$ cat src/rtl/wormhole_output_arbiter_if.sv
// Signal bundle between one output-port arbiter and its input buffers/downstream.
// err_o is present only when ARB_CREDIT_CHECK_EN is defined.
interface wormhole_output_arbiter_if #(
  parameter int N_IN = 5
);
  localparam int SEL_W = (N_IN > 1) ? $clog2(N_IN) : 1;

  logic [N_IN-1:0]  req_i;
  logic [N_IN-1:0]  empty_i;
  logic [N_IN-1:0]  tail_i;
  logic             credit_i;
  logic [N_IN-1:0]  read_o;
  logic [SEL_W-1:0] sel_o;
  logic             valid_o;
  logic             busy_o;
  logic [7:0]       credit_cnt_o;

`ifdef ARB_CREDIT_CHECK_EN
  logic             err_o;

  modport master (
    output req_i, empty_i, tail_i, credit_i,
    input  read_o, sel_o, valid_o, busy_o, credit_cnt_o, err_o
  );
  modport slave (
    input  req_i, empty_i, tail_i, credit_i,
    output read_o, sel_o, valid_o, busy_o, credit_cnt_o, err_o
  );
`else
  modport master (
    output req_i, empty_i, tail_i, credit_i,
    input  read_o, sel_o, valid_o, busy_o, credit_cnt_o
  );
  modport slave (
    input  req_i, empty_i, tail_i, credit_i,
    output read_o, sel_o, valid_o, busy_o, credit_cnt_o
  );
`endif
endinterface

$ cat src/rtl/wormhole_output_arbiter.sv
// Per-output round-robin arbiter with wormhole lock and downstream credit counting.
// Optional macro ARB_CREDIT_CHECK_EN adds a sticky protocol error flag (err_o).
module wormhole_output_arbiter #(
  parameter int N_IN    = 5,
  parameter int CREDITS = 8
) (
  input  logic clk,
  input  logic rst,
  wormhole_output_arbiter_if.slave bus
);
  localparam int         SEL_W    = (N_IN > 1) ? $clog2(N_IN) : 1;
  localparam logic [7:0] CRED_MAX = 8'(CREDITS);

  typedef enum logic {IDLE, LOCKED} state_t;

  state_t           r_state;
  logic [SEL_W-1:0] r_owner;
  logic [SEL_W-1:0] r_rr_ptr;
  logic [7:0]       r_cnt;

  logic [N_IN-1:0]  w_elig;
  logic [N_IN-1:0]  w_read;
  logic             w_any_elig;
  logic             w_xfer;
  logic [SEL_W-1:0] w_winner;

  assign w_elig     = bus.req_i & ~bus.empty_i;
  assign w_any_elig = |w_elig;
  assign w_xfer     = (r_state == LOCKED) && !bus.empty_i[r_owner] && (r_cnt != 8'd0);

  // Scan rr_ptr+1 .. rr_ptr+N_IN (mod N_IN); first eligible index wins.
  always_comb begin : rr_scan
    logic [SEL_W:0] v_idx;
    logic           v_found;
    w_winner = '0;
    v_found  = 1'b0;
    v_idx    = '0;
    for (int k = 1; k <= N_IN; k++) begin
      v_idx = {1'b0, r_rr_ptr} + (SEL_W+1)'(k);
      if (v_idx >= (SEL_W+1)'(N_IN)) begin
        v_idx = v_idx - (SEL_W+1)'(N_IN);
      end
      if (!v_found && w_elig[v_idx[SEL_W-1:0]]) begin
        w_winner = v_idx[SEL_W-1:0];
        v_found  = 1'b1;
      end
    end
  end

  for (genvar gi = 0; gi < N_IN; gi++) begin : g_read
    assign w_read[gi] = w_xfer && (r_owner == SEL_W'(gi));
  end

  assign bus.read_o       = w_read;
  assign bus.valid_o      = w_xfer;
  assign bus.sel_o        = r_owner;
  assign bus.busy_o       = (r_state == LOCKED);
  assign bus.credit_cnt_o = r_cnt;

  always_ff @(posedge clk or posedge rst) begin
    if (rst) begin
      r_state  <= IDLE;
      r_owner  <= '0;
      r_rr_ptr <= SEL_W'(N_IN - 1);
    end else begin
      case (r_state)
        IDLE: begin
          if (w_any_elig) begin
            r_owner <= w_winner;
            r_state <= LOCKED;
          end
        end
        LOCKED: begin
          // The tail pop releases the lock and demotes the owner to lowest priority.
          if (w_xfer && bus.tail_i[r_owner]) begin
            r_state  <= IDLE;
            r_rr_ptr <= r_owner;
          end
        end
        default: r_state <= IDLE;
      endcase
    end
  end

  // A credit arriving when already full is dropped (saturation).
  always_ff @(posedge clk or posedge rst) begin
    if (rst) begin
      r_cnt <= CRED_MAX;
    end else if (w_xfer && !bus.credit_i) begin
      r_cnt <= r_cnt - 8'd1;
    end else if (!w_xfer && bus.credit_i && (r_cnt != CRED_MAX)) begin
      r_cnt <= r_cnt + 8'd1;
    end
  end

`ifdef ARB_CREDIT_CHECK_EN
  logic r_err;
  logic w_credit_ovf;
  logic w_route_chg;

  assign w_credit_ovf = bus.credit_i && !w_xfer && (r_cnt == CRED_MAX);
  assign w_route_chg  = (r_state == LOCKED) && !bus.req_i[r_owner] && !bus.empty_i[r_owner];

  always_ff @(posedge clk or posedge rst) begin
    if (rst) begin
      r_err <= 1'b0;
    end else if (w_credit_ovf || w_route_chg) begin
      r_err <= 1'b1;
    end
  end

  assign bus.err_o = r_err;
`endif

endmodule
$ cat src/flat_wrapper.sv
// flat-port wrapper written by rule: the top's interface ports become plain ports
module wormhole_output_arbiter_flat 
#(
  parameter int N_IN    = 5,
  parameter int CREDITS = 8
)
  (clk, rst, bus_req_i, bus_empty_i, bus_tail_i, bus_credit_i, bus_read_o, bus_sel_o, bus_valid_o, bus_busy_o, bus_credit_cnt_o);
  wormhole_output_arbiter_if #(.N_IN(N_IN)) bus_i ();
  input  logic clk;
  input  logic rst;
  input wire logic [$bits(bus_i.req_i)-1:0] bus_req_i;
  input wire logic [$bits(bus_i.empty_i)-1:0] bus_empty_i;
  input wire logic [$bits(bus_i.tail_i)-1:0] bus_tail_i;
  input wire logic [$bits(bus_i.credit_i)-1:0] bus_credit_i;
  output wire logic [$bits(bus_i.read_o)-1:0] bus_read_o;
  output wire logic [$bits(bus_i.sel_o)-1:0] bus_sel_o;
  output wire logic [$bits(bus_i.valid_o)-1:0] bus_valid_o;
  output wire logic [$bits(bus_i.busy_o)-1:0] bus_busy_o;
  output wire logic [$bits(bus_i.credit_cnt_o)-1:0] bus_credit_cnt_o;
  assign bus_i.req_i = bus_req_i;
  assign bus_i.empty_i = bus_empty_i;
  assign bus_i.tail_i = bus_tail_i;
  assign bus_i.credit_i = bus_credit_i;
  assign bus_read_o = bus_i.read_o;
  assign bus_sel_o = bus_i.sel_o;
  assign bus_valid_o = bus_i.valid_o;
  assign bus_busy_o = bus_i.busy_o;
  assign bus_credit_cnt_o = bus_i.credit_cnt_o;
  wormhole_output_arbiter #(.N_IN(N_IN), .CREDITS(CREDITS)) u_core (.clk(clk), .rst(rst), .bus(bus_i));
endmodule
$ cat config.mk
export PLATFORM = sky130hd
export DESIGN_NAME = wormhole_output_arbiter_flat
export DESIGN_NICKNAME = d
export VERILOG_FILES = /design/src/rtl/wormhole_output_arbiter_if.sv /design/src/rtl/wormhole_output_arbiter.sv /design/src/flat_wrapper.sv
export SDC_FILE = /design/constraint.sdc
export NUM_CORES = 1
export LEC_CHECK = 0
export ABC_AREA = 1
export ABC_CLOCK_PERIOD_IN_PS = 4920
export CELL_PAD_IN_SITES_DETAIL_PLACEMENT = 0
export CELL_PAD_IN_SITES_GLOBAL_PLACEMENT = 1
export CORE_MARGIN = 1.5
export CORE_UTILIZATION = 35
export DETAILED_ROUTE_END_ITERATION = 6
export PLACE_DENSITY_LB_ADDON = 0.1
export SLEW_MARGIN = 20
export SYNTH_ARGS = -nofsm -noshare
export SYNTH_HDL_FRONTEND = slang
export SYNTH_SLANG_ARGS = --single-unit
$ cat constraint.sdc
create_clock -name clk -period 4.92 [get_ports clk]
set_input_delay 1.23 -clock clk [delete_from_list [all_inputs] [get_ports clk]]
set_output_delay 1.23 -clock clk [all_outputs]
set_load 0.02 [all_outputs]
==> summary.md, run 1 <==
| Metric | Value |
|---|---|
| Die extent in y | 79.7 um |
| Highest clock rate | 239 MHz |
| Final worst-path cycle share | 0.851 |
| Status | complete, no violations |
| Endpoints failing hold | 0 |
| Post-synth EDFFs | 0 |
| M1 WL | 2730 um |
| Num CTS Buffers | 3 |
| Root cell of the clock tree | clkbuf_8 |
| CTS tree | done |
| Sinks on Clock Net | 15 |
| Crit Path Max Fanout | 5 |
| Worst Hold Launch | u_core.bus.credit_cnt_o[7] |
| Critical path's slowest cell | clkdlybuf4s50_1 |
| Wire length per cell | 13.5 um |
| Hpwl dp | 4630 um |
| Cell Area, Synth | 0.00206 sq mm |
| Total negative slack | 0 ns |
| Post-cts resize count | 0 |
| H-tree level count | 1 |
| Clk_skew | 0.00397 ns |
| Final worst setup slack | 0.733 ns |
| Worst-margin pin slew | 0.685 ns |
| Met2 wire length | 2760 um |
| CTS clk-pin slew, worst paths | 0.06 ns |
| Arrival time worst endpoint | 2.96 ns |
| Fraction of registers with async set or reset after synthesis | 1.00 |
| Max Slew Vio Count | 0 |
| Seq/Total Area, Yosys | 0.184 |
| Synthesized Nets | 351 |
| Main combinational cell family by area after synthesis | simple AND/OR/NAND/NOR gates |
| Met3 Routed Length | 158 um |
| Die Width | 79.7 um |
| Worst r2r src | u_core.r_rr_ptr[0] |
| Hold depth | 1 |
| Mapped Cells | 315 |
| Worst setup path category | in2out |
| Total number of vias | 2057 |
| Top layer in use | met4 |
| XOR/XNOR Fraction of Synth Area | 0.0377 |
| DRC | 0 |
| Cells along the critical path | clkdlybuf4s50_1, nand3_1, a41oi_1, nor2_2, nand2_1, nor2_1, clkdlybuf4s50_1 |
| CTS Buffer Depth | 2 |
| Crit path required time | 3.69 ns |
| Worst path most repeated cell | clkdlybuf4s50_1 |
| DRT antenna net count | 0 |
| Total GRT Usage | 0.198 |
| Setup crit end kind | primary output |
| Count of cell types in the netlist | 40 |
| Clock latency at the later pin of the worst-skew pair | 0.25 ns |
| Simple-gate share of the synthesized area | 0.422 |
| Final nets | 388 |
| RSZ-0062 raised after global routing | no |
| Vias in the first global route | 2143 |
| Reg2Reg Depth | 17 |
| Top_reg_cell synth | dfrtp_1 |
| Layout cells sized above 1 | 0.105 |
| Multiplexer share of the synthesized area | 0 |
| PortBufs | 35 |
| Hold-fix buffers, CTS | 0 |
| Area Overhead vs Synth | 22.2% |
| Flop and latch count out of synthesis | 15 |
| Starting DRT DRC Count | 98 |
| Hold path endpoint | u_core.bus.credit_cnt_o[7] |
| Die Area | 0.00635 sq mm |
| Initial Util | 0.369 |
| First-pass GRT wire length | 9910 um |
| Final cell area excluding filler cells | 0.00252 sq mm |
| Synth area leader | dfrtp_1 |
| Ports | 36 |
| # diodes | 0 |
| Slew margin rel. | 0.544 |
| Reg-to-Reg End | u_core.bus.sel_o[1] |
| Pin count of the biggest net entering global routing | 16 |
| Endpoints failing setup | 0 |
| Yosys warns | 0 |
| DR pass1 iterations | 4 |
| Setup WS pre-CTS | 0.737 ns |
| Hold WC Path Type | reg2reg |
| Synth area leaders | dfrtp_1, nand2_1, ha_1, inv_1, nand3_1 |
| MaxCap Viol Count | 0 |
| R2R Setup Slk | 1.84 ns |
| Total Routed Length | 5690 um |
| Postcts setup bufs | 0 |
| Post-synth top area share | 0.158 |
| Core Region | 0.00557 sq mm |
| Syn Area/Cell | 6.53 sq um |
| Routability cong. | 0.840 |
| Fillers | 603 |
| Placed Area | 0.00247 sq mm |
| Critical path's largest stage delay | 0.61 ns |
| Gr ovfl total | 0 |
| CP Launch Type | primary input |
| Synth Area in Compound Gates | 0.126 |
| Vias/cell | 4.86 |
| Cell Rows | 27 |
| Initial antenna violation count | 0 |
| Final min period | 4.19 ns |
| Post-synthesis adder-cell area fraction | 0.117 |
-- kinds of logic (layout without fill, tap and decap cells) --
| logic type | after synthesis | count (layout) |
|---|---|---|
| simple gates | 175 | 175 |
| fa+ha+maj | 18 | 18 |
| buf+inv | 57 | 93 |
| flops | 15 | 15 |
| xor+xnor | 8 | 8 |
| compound gates | 42 | 42 |
-- layer usage --
layer  vias up  track usage
li1       1094            -
met1       918        0.255
met2        41        0.349
met3         4       0.0160
met4         0       0.0579
met5         -            0
-- cell usage in the layout, fill, tap and decap left out, drive strengths merged, types with 3 or more instances in the layout --
| master | synthesis | routed |
|---|---|---|
| nand2 | 90 | 90 |
| inv | 52 | 52 |
| nand3 | 42 | 42 |
| clkdlybuf4s50 | 0 | 35 |
| nor2 | 32 | 32 |
| ha | 16 | 16 |
| o21ai | 16 | 16 |
| a21oi | 14 | 14 |
| dfrtp | 13 | 13 |
| nand4 | 7 | 7 |
| xor2 | 6 | 6 |
| clkbuf | 0 | 4 |
| o211ai | 3 | 3 |
| o22ai | 3 | 3 |
| nor3 | 3 | 3 |
-- synth_stat cells, types with 3 or more instances --
| cell | number |
|---|---|
| nor2_1 | 25 |
| nand2_1 | 81 |
| o21ai_0 | 12 |
| o21ai_1 | 3 |
| ha_1 | 16 |
| nand4_1 | 6 |
| nand3_1 | 35 |
| o22ai_1 | 3 |
| inv_2 | 3 |
| nor3_1 | 3 |
| dfrtp_1 | 13 |
| inv_1 | 49 |
| nor2_4 | 3 |
| o211ai_1 | 3 |
| xor2_1 | 6 |
| nand2_2 | 7 |
| nor2_2 | 3 |
| a21oi_1 | 13 |
| nand3_2 | 5 |
-- stage by stage --
step            util  hold WS [ns]  instances
2_1_floorplan      -         0.540        315
4_1_cts        0.451         0.516        423
3_3_place_gp   0.443         0.490        419
5_1_grt        0.451         0.535        423
3_5_place_dp   0.443         0.500        419
6_report       0.451         0.510        423
-- sequential cells by signal, summed over array words and instances (netlist names) --
| register | cells |
|---|---|
| u_core.bus.busy_o | 1 |
| u_core.bus.credit_cnt_o | 8 |
| u_core.r_rr_ptr | 3 |
| u_core.bus.sel_o | 3 |
-- worst max-delay path by stage --
| stage | startpoint | end | cells past startpoint | slack, ns |
|---|---|---|---|---|
| 6_report | bus_empty_i[3] | bus_read_o[3] | 7 | 0.73 |
| 4_1_cts | bus_empty_i[3] | bus_read_o[3] | 7 | 0.73 |
| 3_5_place_dp | bus_empty_i[3] | bus_read_o[3] | 7 | 0.74 |
| 2_1_floorplan | bus_empty_i[3] | bus_read_o[0] | 5 | 1.51 |
| 3_3_place_gp | bus_empty_i[3] | bus_read_o[1] | 7 | 0.78 |
| 5_1_grt | bus_empty_i[1] | bus_read_o[3] | 7 | 0.61 |
-- final cells by class --
| class | instances | area, sq um | area share |
|---|---|---|---|
| multi-input combinational | 243 | 1450 | 0.575 |
| sequential | 15 | 378 | 0.150 |
| timing repair buffer | 36 | 358 | 0.142 |
| inverter | 53 | 199 | 0.0791 |
| tap | 72 | 90.1 | 0.0358 |
| clock buffer | 4 | 45.0 | 0.0179 |
-- worst max-delay path: cells and delay by family --
family | cells | cell delay [ns]
AND/OR/NAND/NOR | 4 | 0.54
buffers and inverters | 2 | 1.04
AO/OA/AOI/OAI | 1 | 0.14
Power of run 1 is not shown: default switching activity piles up to over one toggle a cycle in this logic, so the estimate is an artifact.
==> inputs of run 2 (changes only) <==
Settings changed: ABC_CLOCK_PERIOD_IN_PS 4920 to 4400.
Clock period 4.92 ns to 4.4 ns, I/O delays scaled along.
==> run 2 against run 1 <==
Hold slack better by 0.018 ns. Final cell count unchanged. Critical endpoint is now bus_read_o[0]. Critical path depth unchanged.
==> summary.md, run 2 (synthesis gave the netlist of run 1 again) <==
| Metric | Value |
|---|---|
| Ports | 36 (unchanged) |
| RSZ-0062 raised after global routing | no |
| Post-cts resize count | 0 (unchanged) |
| Num CTS Buffers | 3 (unchanged) |
| Gr ovfl total | 0 (unchanged) |
| Pin count of the biggest net entering global routing | 16 (unchanged) |
| H-tree level count | 1 (unchanged) |
| PortBufs | 35 (unchanged) |
| Sinks on Clock Net | 15 (unchanged) |
| Clk_skew | 0.00250 ns (-0.00146 ns) |
| Total number of vias | 2096 (+1.9%) |
| Max FFs per register | 8 (unchanged) |
| Final worst-path cycle share | 0.885 |
| Layout cells sized above 1 | 0.108 (+0.00285) |
| Final min period | 3.89 ns |
| Reg2Reg Depth | 17 (unchanged) |
| Total Routed Length | 5680 um (-0.16%) |
| Clock latency at the later pin of the worst-skew pair | 0.25 ns (about the same) |
| Status | complete, no violations |
| Max Slew Vio Count | 0 (unchanged) |
| Routability cong. | 0.867 (+3.2%) |
| Hpwl dp | 4560 um (-1.4%) |
| Total GRT Usage | 0.192 (-0.00637) |
| Initial antenna violation count | 0 (unchanged) |
| Endpoints failing setup | 0 (unchanged) |
| # diodes | 0 (unchanged) |
| Die Area | 0.00635 sq mm (unchanged) |
| Wire length per cell | 13.4 um (-0.16%) |
| CP Launch Type | primary input |
| Die extent in y | 79.7 um (unchanged) |
| Postcts setup bufs | 0 (unchanged) |
| Highest clock rate | 257 MHz |
| Fillers | 616 (+2.2%) |
| CTS tree | done |
| Final nets | 388 (unchanged) |
| Cell Rows | 27 (unchanged) |
| Endpoints failing hold | 0 (unchanged) |
| Hold WC Path Type | reg2reg |
| Starting DRT DRC Count | 60 (-39%) |
| Commonest non-fill, non-tap cells in the layout | nand2_1, inv_1, nand3_1, clkdlybuf4s50_1, nor2_1 |
| Die Width | 79.7 um (unchanged) |
| Vias/cell | 4.96 (+1.9%) |
| Vias in the first global route | 2081 (-2.9%) |
| Worst setup path category | in2out |
| CTS Buffer Depth | 2 (unchanged) |
| Leading cell type in the layout, fill and taps excluded | nand2_1 |
| Core Region | 0.00557 sq mm (unchanged) |
| MaxCap Viol Count | 0 (unchanged) |
| DR pass1 iterations | 4 (unchanged) |
| Initial Util | 0.369 (unchanged) |
| DRC | 0 (unchanged) |
| First-pass GRT wire length | 9610 um (-3.0%) |
| Worst-margin pin slew | 0.690 ns (+0.00575 ns) |
| Hold depth | 1 (unchanged) |
| Slew margin rel. | 0.540 (-0.00384) |
| Arrival time worst endpoint | 2.79 ns (-0.17 ns) |
| DRT antenna net count | 0 (unchanged) |
| Crit path required time | 3.30 ns (-0.39 ns) |
| Total negative slack | 0 ns (unchanged) |
| Hold-fix buffers, CTS | 0 (unchanged) |
| Crit Path Max Fanout | 5 (unchanged) |
| Setup crit end kind | primary output |
| Area Overhead vs Synth | 22.3% (about the same) |
| CTS clk-pin slew, worst paths | 0.06 ns (about the same) |
| Root cell of the clock tree | clkbuf_8 |
-- run 2: metal layers --
layer / wire length [um] / vias up / track usage
met5: 0 / - / 0
met4: 59 / 0 / 0.0561
met3: 186 / 4 / 0.0160
met2: 2760 / 36 / 0.334
met1: 2680 / 962 / 0.250
li1: - / 1094 / -
-- run 2: stage by stage --
step / area (sq um) / hold WS, ns / utilization / setup slack (ns) / instances
final: 2520 / 0.528 / 0.452 / 0.506 / 423
after floorplan: 2060 / 0.540 / - / 1.19 / 315
after global placement: 2470 / 0.492 / 0.443 / 0.533 / 419
after detailed placement: 2470 / 0.528 / 0.443 / 0.523 / 419
after global routing: 2520 / 0.564 / 0.452 / 0.354 / 423
after CTS: 2520 / 0.541 / 0.452 / 0.498 / 423
-- run 2: area by class of cell --
class / instances / area [sq um] / share of cell area
Multi-Input combinational cell: 243 / 1450 / 0.575
Sequential cell: 15 / 378 / 0.150
Timing Repair Buffer: 36 / 358 / 0.142
Inverter: 53 / 199 / 0.0790
Tap cell: 72 / 90.1 / 0.0358
Clock buffer: 3 / 41.3 / 0.0164
Clock inverter: 1 / 5.00 / 0.00199
-- run 2: final timing paths --
kind / from / end / slack, ns
max in group asynchronous: rst / u_core.bus.sel_o[1] / 2.78
max reg2reg: u_core.r_rr_ptr[0] / u_core.bus.sel_o[1] / 1.30
min in group asynchronous: rst / u_core.bus.credit_cnt_o[6] / 1.22
min reg2reg: u_core.bus.credit_cnt_o[7] / u_core.bus.credit_cnt_o[7] / 0.53
min: u_core.bus.credit_cnt_o[7] / u_core.bus.credit_cnt_o[7] / 0.53
max: bus_empty_i[3] / bus_read_o[0] / 0.51
-- run 2: worst max-delay path, cell delays in order --
cell and delay [ns]:
clkdlybuf4s50_1 0.43, nand3_1 0.09, a41oi_1 0.13, nor2_2 0.16, nand2_1 0.15, nor2_1 0.12, clkdlybuf4s50_1 0.61
Power of run 2 is left out for the same reason.
==> inputs of run 3 (changes only) <==
Settings changed: CAP_MARGIN set to 20, GPL_ROUTABILITY_DRIVEN set to 1.
==> results of run 3 <==
No change in the layout: final DEF, timing and power equal those of run 2.
Power of run 3 is left out for the same reason.
